`config.mk`:
```
export PLATFORM = sky130hd
export DESIGN_NAME = apb_usrt_bridge
export DESIGN_NICKNAME = d
export VERILOG_FILES = /design/src/rtl/apb_usrt_bridge.sv
export SDC_FILE = /design/constraint.sdc
export NUM_CORES = 1
export LEC_CHECK = 0
export ABC_AREA = 0
export BUFFER_PORTS_ARGS = -buffer_cell sky130_fd_sc_hd__buf_4
export CORE_MARGIN = 2
export CORE_UTILIZATION = 51
export DETAILED_ROUTE_END_ITERATION = 16
export PLACE_DENSITY = 0.75
export SLEW_MARGIN = 20
export SYNTH_ARGS = -nofsm -noshare
export SYNTH_HDL_FRONTEND = slang
export SYNTH_SLANG_ARGS = --single-unit
export TNS_END_PERCENT = 100
```
`constraint.sdc`:
```
create_clock -name pClk -period 2.7 [get_ports pClk]
set_clock_uncertainty 0.15 [all_clocks]
set_input_delay 0.135 -clock pClk [delete_from_list [all_inputs] [get_ports pClk]]
set_output_delay 0.135 -clock pClk [all_outputs]
set_load 0.01 [all_outputs]
```
`src/rtl/apb_usrt_bridge.sv`:
```
// APB slave bridging the bus to the USRT byte datapath.
// Register map with wait states, TX/RX FIFOs, sticky RX overflow.
module apb_usrt_bridge #(
  parameter int DATA_W      = 8,
  parameter int ADDR_W      = 8,
  parameter int FIFO_DEPTH  = 4,
  parameter int WAIT_STATES = 0
) (
  input  logic              pClk,
  input  logic              pReset,
  input  logic              pSelect,
  input  logic              pEnable,
  input  logic              pWrite,
  input  logic [ADDR_W-1:0] pAddress,
  input  logic [DATA_W-1:0] pWData,
  output logic [DATA_W-1:0] pRData,
  output logic              pReady,
  output logic              pSlvErr,
  output logic [DATA_W-1:0] txData,
  output logic              txValid,
  input  logic              txReady,
  input  logic [DATA_W-1:0] rxData,
  input  logic              rxValid,
  output logic              rxReady
);

  localparam int PW = $clog2(FIFO_DEPTH);
  localparam int CW = PW + 1;
  localparam logic [CW-1:0] DEPTH = CW'(FIFO_DEPTH);
  localparam logic [2:0] WS = 3'(WAIT_STATES);

  typedef enum logic {
    IDLE   = 1'b0,
    ACCESS = 1'b1
  } state_t;

  state_t      state_q, state_d;
  logic [2:0]  wait_q, wait_d;
  logic        complete;

  logic        en_q;
  logic        rx_ovf_q;

  logic [DATA_W-1:0] tx_mem [FIFO_DEPTH];
  logic [PW-1:0]     tx_wr_q, tx_rd_q;
  logic [CW-1:0]     tx_cnt_q;
  logic              tx_full, tx_empty;
  logic              tx_push, tx_pop;

  logic [DATA_W-1:0] rx_mem [FIFO_DEPTH];
  logic [PW-1:0]     rx_wr_q, rx_rd_q;
  logic [CW-1:0]     rx_cnt_q;
  logic              rx_full, rx_empty;
  logic              rx_in, rx_push, rx_pop, rx_drop;

  logic              sel_data, sel_stat, sel_ctrl;
  logic              ctrl_wr;
  logic              err;
  logic [DATA_W-1:0] rdata;
  logic [4:0]        status;
  logic              unused_addr;

  assign unused_addr = ^pAddress[ADDR_W-1:4];

  assign tx_full  = (tx_cnt_q == DEPTH);
  assign tx_empty = (tx_cnt_q == '0);
  assign rx_full  = (rx_cnt_q == DEPTH);
  assign rx_empty = (rx_cnt_q == '0);

  assign status = {rx_ovf_q, rx_empty, rx_full,
                   tx_empty, tx_full};

  assign sel_data = (pAddress[3:0] == 4'h0);
  assign sel_stat = (pAddress[3:0] == 4'h4);
  assign sel_ctrl = (pAddress[3:0] == 4'h8);

  assign txValid = en_q & ~tx_empty;
  assign txData  = tx_empty ? '0 : tx_mem[tx_rd_q];
  assign tx_pop  = txValid & txReady;

  assign rxReady = en_q;
  assign rx_in   = rxValid & rxReady;
  assign rx_push = rx_in & (~rx_full | rx_pop);
  assign rx_drop = rx_in & rx_full & ~rx_pop;

  // APB state and wait-state counter register
  always_ff @(posedge pClk) begin
    if (pReset) begin
      state_q <= IDLE;
      wait_q  <= '0;
    end else begin
      state_q <= state_d;
      wait_q  <= wait_d;
    end
  end

  // Setup/access sequencing; complete marks the pReady cycle
  always_comb begin
    state_d  = state_q;
    wait_d   = wait_q;
    complete = 1'b0;
    unique case (state_q)
      IDLE: begin
        if (pSelect && !pEnable) begin
          state_d = ACCESS;
          wait_d  = '0;
        end
      end
      ACCESS: begin
        if (!pSelect) begin
          state_d = IDLE;
        end else if (wait_q < WS) begin
          wait_d = wait_q + 3'd1;
        end else begin
          complete = 1'b1;
          state_d  = IDLE;
        end
      end
    endcase
  end

  // Register decode, error detection and read mux
  always_comb begin
    err     = 1'b0;
    rdata   = '0;
    tx_push = 1'b0;
    rx_pop  = 1'b0;
    ctrl_wr = 1'b0;
    if (complete) begin
      unique case (1'b1)
        sel_data: begin
          if (pWrite) begin
            if (tx_full) err = 1'b1;
            else         tx_push = 1'b1;
          end else begin
            if (rx_empty) begin
              err = 1'b1;
            end else begin
              rx_pop = 1'b1;
              rdata  = rx_mem[rx_rd_q];
            end
          end
        end
        sel_stat: begin
          if (pWrite) err = 1'b1;
          else        rdata = DATA_W'(status);
        end
        sel_ctrl: begin
          if (pWrite) ctrl_wr = 1'b1;
          else        rdata = DATA_W'(en_q);
        end
        default: err = 1'b1;
      endcase
    end
  end

  assign pReady  = complete;
  assign pSlvErr = err;
  assign pRData  = rdata;

  // Control bit and sticky overflow; a drop beats a clear
  always_ff @(posedge pClk) begin
    if (pReset) begin
      en_q     <= 1'b1;
      rx_ovf_q <= 1'b0;
    end else begin
      if (ctrl_wr) en_q <= pWData[0];
      if (rx_drop) rx_ovf_q <= 1'b1;
      else if (ctrl_wr && pWData[1]) rx_ovf_q <= 1'b0;
    end
  end

  // TX FIFO pointers and occupancy
  always_ff @(posedge pClk) begin
    if (pReset) begin
      tx_wr_q  <= '0;
      tx_rd_q  <= '0;
      tx_cnt_q <= '0;
    end else begin
      if (tx_push) tx_wr_q <= tx_wr_q + 1'b1;
      if (tx_pop)  tx_rd_q <= tx_rd_q + 1'b1;
      tx_cnt_q <= tx_cnt_q + CW'(tx_push) - CW'(tx_pop);
    end
  end

  // TX FIFO storage
  always_ff @(posedge pClk) begin
    if (tx_push) tx_mem[tx_wr_q] <= pWData;
  end

  // RX FIFO pointers and occupancy
  always_ff @(posedge pClk) begin
    if (pReset) begin
      rx_wr_q  <= '0;
      rx_rd_q  <= '0;
      rx_cnt_q <= '0;
    end else begin
      if (rx_push) rx_wr_q <= rx_wr_q + 1'b1;
      if (rx_pop)  rx_rd_q <= rx_rd_q + 1'b1;
      rx_cnt_q <= rx_cnt_q + CW'(rx_push) - CW'(rx_pop);
    end
  end

  // RX FIFO storage; full slot is reused when popped same edge
  always_ff @(posedge pClk) begin
    if (rx_push) rx_mem[rx_wr_q] <= rxData;
  end

endmodule

```
[Yosys cells after proc, flatten, opt, wreduce, memory -nomap -nowiden]
Memories as Yosys holds them, arrays and structs flattened. A register that Yosys moved wholly into a read port is not among the register bits.
Index checks and enable logic that the tools add are counted.
Operators by class
  $add $sub $neg: 9
  multiply operators: 0
  divide/modulo/power cells: 0
  $lt $le $gt $ge: 1
  eq/ne operators: 7
  shift-type cells: 0
  muxes and demuxes: 44
  bitwise gates (word level): 11
  reduce and logical (&&, ||, !) cells: 8
Operators with widths (count)
  $mux W8: 4
  $mux W1: 28
  $pmux W8 S3: 1
  $mux W3: 3
  $add A2 B1 Y2 const B: 4
  $mux W2: 4
  $add A3 B1 Y3: 2
  $and A1 B1 Y1: 6
  $eq A3 B3 Y1 const B: 2
  $logic_not A3 Y1: 2
  $pmux W3 S2: 1
  $sub A3 B1 Y3: 2
  $mux W5: 1
  $eq A4 B3 Y1 const B: 1
  $eq A4 B4 Y1 const B: 1
  $logic_not A4 Y1: 1
  $ne A2 B2 Y1 const B: 2
  $not A1 Y1: 4
  $add A3 B1 Y3 const B: 1
  $lt A3 B1 Y1 const B: 1
  $pmux W1 S3: 1
  $reduce_and A3 Y1: 1
  $logic_and A1 B1 Y1: 2
  $ne A2 B1 Y1 const B: 1
  other kinds (4): 4
Storage, ports and cells
  register bits: 20
  bits in latches: 0
  bits in writable memories: 64
  memory bits (read-only): 0
  bits of input ports: 31
  output and inout bits: 20
  logic and storage cells: 92
  memories kept: 2
Memory list
  rx_mem: words 4, width 8, rd ports 1, clocked after memory_dff 1, wr ports 1, RTL line 50  | logic [DATA_W-1:0] rx_mem [FIFO_DEPTH];
  tx_mem: words 4, width 8, rd ports 1, clocked after memory_dff 1, wr ports 1, RTL line 44  | logic [DATA_W-1:0] tx_mem [FIFO_DEPTH];

[Depth between registers and ports, before layout]
Gate-level depths: netlist of run 1.
  word-level depth: 9
  depth in mapped cells: 12
  mapped depth without buffers: 12

[Least setup slack after synthesis of run 1]
Ideal clock, no wire load.
  path type: in2reg
  start: in pAddress[1]
  end: reg rx_cnt_q[2]
  setup time: 128 ps
  arrival time: 2503 ps
  data required time: 2422 ps
  slack: -81 ps
  cell stages on the path: 12
  path buffers: 0
  cells stage by stage: or3_4 or4b_4 a21oi_4 inv_1 ha_1 inv_1 ha_1 inv_1 fa_1 xor2_1 xnor2_1 nor2_1
On the way
  cells in the longest elaborated chain, start to end: 7
RTL lines
  from (decl): RTL line 14  | input logic [ADDR_W-1:0] pAddress,
  $logic_not A4 Y1 *: RTL line 73  | assign sel_data = (pAddress[3:0] == 4'h0);
  $mux W1 *: RTL line 130  | unique case (1'b1)
  $mux W1 *: RTL line 129  | if (complete) begin
  $or A1 B1 Y1: RTL line 83  | assign rx_push = rx_in & (~rx_full | rx_pop);
  $and A1 B1 Y1: RTL line 83
  $add A3 B1 Y3: RTL line 200  | rx_cnt_q <= rx_cnt_q + CW'(rx_push) - CW'(rx_pop);
  $sub A3 B1 Y3 *: RTL line 200
  to (signal assigned): RTL line 200
  to (decl): RTL line 52  | logic [CW-1:0] rx_cnt_q;
Every way passes the cells marked *; elsewhere a longest branch is shown, timed or not.
A chain may end at the register's enable or synchronous reset.

[Worst setup path in the final report of run 1]
  start: reg state_q
  end: reg rx_cnt_q[2]
On the way
  cells in the longest elaborated chain, start to end: 6
RTL lines
  from (decl): RTL line 37  | state_t state_q, state_d;
  from (signal assigned): RTL line 92  | state_q <= state_d;
  $mux W1 *: RTL line 102  | unique case (state_q)
  $mux W1 *: RTL line 129
  via rx_pop: RTL line 54  | logic rx_in, rx_push, rx_pop, rx_drop;
  $or A1 B1 Y1: RTL line 83
  $and A1 B1 Y1: RTL line 83
  $add A3 B1 Y3: RTL line 200
  $sub A3 B1 Y3 *: RTL line 200
The timed path passes the listed nets; every way through them passes the cells marked *.

==> out/results.ini, run 1 <==
[status]
run_status = finished, final reports clean

[routing]
first_iter_violations = 100
drc = 0
number_of_antenna_violating_nets_in_the_routed_design = 0
wl_um = 6440
first_pass_iters = 4
routed_wire_length_per_instance_um = 15.2
routed-via-count = 2129
avgViaCountPerCell = 5.03

[logic_synthesis]
synth_seq_cells = 85
ys_types = 39
number_of_enable_flip_flop_cells_after_synthesis = 64
synth.yosys.warnings = 0
synthesis.area_per_instance_um2 = 15.4
synth_fp_nets = 278
ys_async_rst_share = 0
synth_seq_area_share = 0.653
synth_ff_type = edfxtp_1
synthesis.area_um2 = 3590
synthCells = 233

[setup_path]
crit_start = state_q$_SDFF_PP0_
critical-path-slowest-cell = or4b_4
timing_worst_setup_path_type = reg -> reg
setup.worst_path.start_class = register
cp.arrival_ps = 2740
critical-path-top-cell-by-count = inv_2
critical_path_peak_fanout = 3
worst_setup_path_end_kind = register
crit_chain = and3b_2, or4b_4, buf_6, inv_2, ha_4, inv_2, ha_4, inv_2, fa_2, xor2_1, xnor2_1, nor2_1
worstReg2RegStart = state_q$_SDFF_PP0_
worst_path_largest_cell_delay_ps = 490
critical_path_required_ps = 2790

[cells_and_area]
mostFrequentLayoutCells = buf_4 (66), edfxtp_1 (64), and2_1 (20), dlygate4sd3_1 (20), nor2_1 (19)
area_growth_syn_to_layout_pct = 28.3
post-route-util = 0.678
antennaDiodeCount = 0
post_route_cells_drive_above_1_share = 0.364
mostFrequentLayoutCell = buf_4
nNetsFinal = 367

[clocking]
worstSkewPairLatency_ps = 340
cts_root_buffer = clkbuf_8
clock_tree.buffer_depth = 2
clock-sinks = 85
cts_tree = done
number_of_buffers_inserted_during_clock_tree_synthesis = 9
htreeDepth = 3
clk_pin_slew_worst_paths_ps = 90

[power]
cellPowerDensity_nw_per_um2 = 689
p_sw_uw = 865
comb_power_share = 0.247
design_power_total_mw = 3.17
internal-power_mw = 2.31
switching_share_of_power = 0.273
leakagePower_nw = 1.70
power.ir.vdd_worst_v = 0.000427
clkPwrFrac = 0.248
sequentialPowerShare = 0.505

[global_route]
global_route_wire_length_before_repair_um = 10100
track_usage = 0.176
grt_max_degree = 22
antenna_violations_before_repair = 0
overflow = 0
first_global_vias = 2117

[sta]
final.min_clock_period_ps = 2650
finalHoldViolations = 0
rsz0062_at_grt = true
finalWorstSetupSlack_ps = 49.3
timing.final.crit_share = 0.982
max_slew.worst_pin.slew_ps = 528
finalMaxSlewViolations = 0
maximum_clock_frequency_mhz = 377
slew-limit-headroom = 0.648
final-setup-viol-count = 0

[placement]
place.gp.congestion = 0.857
port_buf_inserts = 46
post_placement_setup_slack_ps = -184
hpwlAfterDp_um = 4360

[floorplanning]
die-area_um2 = 7720
core_area_um2 = 6790
initial_utilization = 0.528
core.rowCount = 30
die_width_um = 87.9
height_of_the_die_um = 87.9
floorplan.io_pins = 51

[run]
cap_viol_max_count = 0

[worst_hold_path]
hold_path_startpoint = txReady
hold_path.class = in -> reg

-- power groups by stage --
stage / Sequential, mW / Clock [mW] / Combinational (mW)
floorplan: 1.58 / 0 / 0.465
global placement: 1.62 / 0 / 0.710
detailed placement: 1.62 / 0 / 0.727
CTS: 1.59 / 0.803 / 0.757
global route: 1.62 / 0.853 / 0.862
finish: 1.60 / 0.786 / 0.785
-- what timing repair did --
item                                    4_1_cts  5_1_grt
setup buffers                                 2        2
gates resized for setup                       3       14
endpoints found under the hold margin        83        0
endpoints found under the setup margin        1        2
hold buffers                                 20        0
pin swaps                                     4        7
-- critical path: cells and delay by family, from the launching register on --
family / cells / cell delay (ps)
buffers and inverters: 4 / 310
AND/OR/NAND/NOR: 3 / 760
flip-flops: 1 / 330
adder cells (fa/ha/maj): 3 / 690
XOR/XNOR: 2 / 300
-- final timing paths --
path | end | slack, ps | cells past startpoint
worst max-delay path | rx_cnt_q[2]$_SDFF_PP0_ | 50 | 12
worst max register to register | rx_cnt_q[2]$_SDFF_PP0_ | 50 | 12
worst min-delay path | register | 60 | 4
worst min register to register | rx_rd_q[1]$_SDFFE_PP0P_ | 340 | 2
-- registers in the layout, indices dropped and copies added, names as in the netlist, named ones only --
register and count:
rxReady 1, rx_cnt_q 3, rx_mem 32, rx_ovf_q 1
rx_rd_q 2, rx_wr_q 2, state_q 1, tx_cnt_q 3
tx_mem 32, tx_rd_q 2, tx_wr_q 2
-- logic make-up after synthesis --
group                    count (synthesis)  synth area share
multiplexers                            19             0.109
buffers and inverters                   22            0.0230
flip-flops                              85             0.653
adder cells (fa/ha/maj)                 14            0.0530
AO/OA/AOI/OAI                           13            0.0286
XOR/XNOR                                 8            0.0195
AND/OR/NAND/NOR                         72             0.114
-- layout make-up --
cell class / instances / area, µm²
flip-flops and latches: 85 / 2350
fillers: 480 / 2190
multi-input cells: 126 / 1200
repair buffers: 87 / 707
clock buffers: 9 / 124
well taps: 96 / 120
clock inverters: 7 / 51.3
inverters: 13 / 48.8
-- metal layers --
layer | up-vias | global-route usage | share of wire
met5 | - | 0 | 0
met4 | 0 | 0.0671 | 0.012
met3 | 7 | 0.0330 | 0.034
met2 | 44 | 0.300 | 0.50
met1 | 1041 | 0.226 | 0.45
li1 | 1037 | - | -
-- through the flow --
step	area [µm²]	setup TNS (ps)	hold slack, ps	cells
floorplan	3590	-80.5	64.3	233
global placement	4150	-143	150	383
detailed placement	4150	-184	152	383
CTS	4540	0	57.8	421
global route	4600	-22.4	116	423
finish	4600	0	62.8	423
-- cells in the mapped netlist (all sizes together) (2+ instances only) --
cell | instances | area (µm²)
fa | 2 | 40.0
and3 | 2 | 12.5
nand2 | 7 | 26.3
dfxtp | 21 | 420
and2 | 20 | 125
xnor2 | 5 | 43.8
nor3 | 4 | 20.0
nor2b | 3 | 18.8
a21oi | 4 | 31.3
clkbuf | 6 | 22.5
xor2 | 3 | 26.3
or3 | 3 | 23.8
ha | 12 | 150
mux2i | 2 | 20.0
mux4 | 16 | 360
nand2b | 2 | 12.5
edfxtp | 64 | 1920
buf | 3 | 11.3
nor2 | 19 | 71.3
nor3b | 2 | 15.0
nand4 | 2 | 12.5
a22oi | 4 | 30.0
inv | 13 | 48.8
Note: power is estimated with default switching activity, not from simulation.
==> inputs of run 2 (changes only) <==
--- a/config.mk
+++ b/config.mk
@@ -5,7 +5,7 @@
 export SDC_FILE = /design/constraint.sdc
 export NUM_CORES = 1
 export LEC_CHECK = 0
-export ABC_AREA = 0
+export ABC_AREA = 1
 export BUFFER_PORTS_ARGS = -buffer_cell sky130_fd_sc_hd__buf_4
 export CORE_MARGIN = 2
 export CORE_UTILIZATION = 51
==> run 2 against run 1 <==
  * Via count up 27%
  * Global-route usage grew 2.5 points
  * First-iteration DRC count rose by 23%
  * Sequential power is essentially flat
  * Sequential share of layout area shrank 0.48 points
  * Clock power rose by 11%
  * Clock-buffer cell count rose by 2
  * Critical endpoint unchanged
  * Combinational power up 3.7%
==> out/results.ini, run 2 <==
[status]
run_status = finished, final reports clean

[power]
p_sw_uw = 998  ; +15%
design_power_total_mw = 3.29  ; +3.6%
switching_share_of_power = 0.304  ; +0.0310
power.ir.vdd_worst_v = 0.000340  ; -20%
clkPwrFrac = 0.265  ; +0.017
internal-power_mw = 2.29  ; -0.82%
leakagePower_nw = 1.88  ; +11%
cellPowerDensity_nw_per_um2 = 709  ; +2.9%
sequentialPowerShare = 0.487  ; -0.018
comb_power_share = 0.248  ; about the same

[logic_synthesis]
synth_most_common_cell = nor2_1
number_of_enable_flip_flop_cells_after_synthesis = 64  ; unchanged
synth_largest_type_area_fraction = 0.517  ; -0.0188
ys_async_rst_share = 0  ; unchanged
synth_top_cells_by_count = nor2_1 (88), edfxtp_1 (64), inv_1 (38)
synth_seq_area_share = 0.630  ; -0.0229
synthesis.area_um2 = 3720  ; +3.6%
synth_fp_nets = 400  ; +44%
synthDominantAreaCellType = edfxtp_1
synthesis.area_per_instance_um2 = 10.5  ; -32%
ys_types = 29  ; -26%
synth_ff_type = edfxtp_1
synthCells = 355  ; +52%
synth.yosys.warnings = 0  ; unchanged
synthTopCellsByArea = edfxtp_1 (52%), dfxtp_1 (11%), nor2_1 (8.9%), o21ai_0 (4.4%), ha_1 (4.0%)
synth_seq_cells = 85  ; unchanged

[clocking]
cts_root_buffer = clkbuf_8
cts_tree = done
worstSkewPairLatency_ps = 340  ; about the same
clock-sinks = 85  ; unchanged
post_cts.repair.setup_buffers = 0  ; -2
htreeDepth = 3  ; unchanged
number_of_buffers_inserted_during_clock_tree_synthesis = 9  ; unchanged
post_cts_hold_buffer_count = 21  ; +5.0%
clock_tree.buffer_depth = 2  ; unchanged
cts-resized-gates = 0  ; -3
clk_pin_slew_worst_paths_ps = 80  ; about the same

[global_route]
grt_max_degree = 18  ; -18%
global_route_wire_length_before_repair_um = 11900  ; +18%
overflow = 0  ; unchanged
antenna_violations_before_repair = 0  ; unchanged
first_global_vias = 2665  ; +26%
track_usage = 0.202  ; +0.0253

[setup_path]
worst_setup_path_end_kind = register
worstSetupPathDepth = 12  ; unchanged
critical_path_required_ps = 2780  ; about the same
path_buf_inv = 2  ; -2
crit_chain = nor2_1, a21oi_1, nand2_4, nand2_4, nand2_2, ha_1, inv_1, ha_1, inv_1, fa_1, o21ai_0, a21oi_1
rr_worst_depth = 12  ; unchanged
worst_path_largest_cell_delay_ps = 410  ; -80 ps
setup.worst_path.start_class = register
critical_path_peak_fanout = 7  ; +4
critical_path.top_delay_family = adder cells
cp.arrival_ps = 2530  ; -210 ps
critical-path-slowest-cell = dfxtp_1
timing_worst_setup_path_type = reg -> reg

[cells_and_area]
area_taken_by_multi_input_logic_gates_um2 = 1180  ; -1.7%
layoutNonFillerInstCount = 540  ; +28%
mostFrequentLayoutCells = nor2_1 (88), edfxtp_1 (64), buf_4 (57), inv_1 (38), o21ai_0 (33)
finish.instance_area_um2 = 4630  ; +0.68%
mostFrequentLayoutCell = nor2_1
sequential_cell_area_um2 = 2340  ; -0.27%
area_growth_syn_to_layout_pct = 24.7
antennaDiodeCount = 0  ; unchanged
post_route_cells_drive_above_1_share = 0.197  ; -0.167
biggest_registers_after_layout = rx_mem x32, tx_mem x32
filler_cell_count = 573  ; +19%
post-route-util = 0.649  ; -0.0282
nNetsFinal = 481  ; +31%

[sta]
final-setup-viol-count = 0  ; unchanged
finalHoldViolations = 0  ; unchanged
finalWorstSetupSlack_ps = 254  ; +204 ps
maximum_clock_frequency_mhz = 409  ; +8.3%
rsz0062_at_grt = false
slew-limit-headroom = 0.588  ; -0.0599
fin_tns_setup_ps = 0  ; unchanged
max_slew.worst_pin.slew_ps = 617  ; +89.7 ps
timing.final.crit_share = 0.906  ; -0.0756
final.min_clock_period_ps = 2450  ; -204 ps
hold_slack_ps = 87.4  ; +24.6 ps
finalMaxSlewViolations = 0  ; unchanged

[routing]
avgViaCountPerCell = 4.99  ; -0.80%
number_of_antenna_violating_nets_in_the_routed_design = 0  ; unchanged
wl_um = 7580  ; +18%
drc = 0  ; unchanged
routed_wire_length_per_instance_um = 14.0  ; -7.8%
first_iter_violations = 123  ; +23%
first_pass_iters = 4  ; unchanged
routed-via-count = 2696  ; +27%

[placement]
post_placement_setup_slack_ps = 295  ; +480 ps
dpl-instance-area_um2 = 4230  ; +2.1%
place.gp.congestion = 0.790  ; -7.8%
hpwlAfterDp_um = 5110  ; +17%
port_buf_inserts = 46  ; unchanged
placed_cells = 503  ; +31%

[floorplanning]
die_width_um = 89.4  ; +1.7%
initial_utilization = 0.521  ; -0.00713
height_of_the_die_um = 89.4  ; +1.7%
core.rowCount = 31  ; +3.3%
core_area_um2 = 7140  ; +5.0%
floorplan.io_pins = 51  ; unchanged
die-area_um2 = 7990  ; +3.5%

[run]
cap_viol_max_count = 0  ; unchanged

[worst_hold_path]
min_delay_path_depth = 5  ; +1
hold_path.class = in -> reg

run 2: path summary, 6_finish.rpt:
path / slack, ps / to / start
setup / recovery: 250 / rx_cnt_q[2]$_SDFF_PP0_ / rx_cnt_q[1]$_SDFF_PP0_
hold / removal: 90 / rxReady$_SDFFE_PP1P_ / pAddress[3]
setup reg to reg: 250 / rx_cnt_q[2]$_SDFF_PP0_ / rx_cnt_q[1]$_SDFF_PP0_
hold reg to reg: 330 / rx_ovf_q$_SDFFE_PP0P_ / rx_ovf_q$_SDFFE_PP0P_
run 2: cells by family (layout without fill, tap and decap cells):
logic type / Yosys count / in the layout / synth area share
buffers and inverters: 49 / 135 / 0.0515
and+or+nand+nor: 142 / 142 / 0.169
adders and majority gates: 14 / 14 / 0.0512
AOI/OAI and AO/OA: 62 / 62 / 0.0892
xor gates and xnor gates: 3 / 3 / 0.00909
DFF: 85 / 85 / 0.630
run 2: per-layer routing:
metal / up-vias / share of wire / GRT usage
met5: - / 0 / 0
met4: 0 / 0.011 / 0.0678
met3: 6 / 0.041 / 0.0480
met2: 66 / 0.53 / 0.365
met1: 1281 / 0.42 / 0.234
li1: 1343 / - / -
run 2: tightest hold or removal path, stage by stage:
cell	delay (ps)
buf_4	110
inv_1	70
nor2_1	80
nand4_1	70
nand3_1	60
run 2: area by class of cell:
class | instances | area share
well taps | 99 | 0.0267
flip-flops and latches | 85 | 0.505
multi-input cells | 221 | 0.255
inverters | 41 | 0.0332
clock inverters | 5 | 0.0132
repair buffers | 78 | 0.138
clock buffers | 11 | 0.0283
run 2: power groups by stage:
stage	Sequential (mW)	Clock, mW	Combinational (mW)
5_1_grt	1.62	0.937	0.919
3_5_place_dp	1.63	0	0.780
3_3_place_gp	1.63	0	0.760
4_1_cts	1.60	0.882	0.810
2_1_floorplan	1.58	0	0.510
6_report	1.60	0.871	0.814
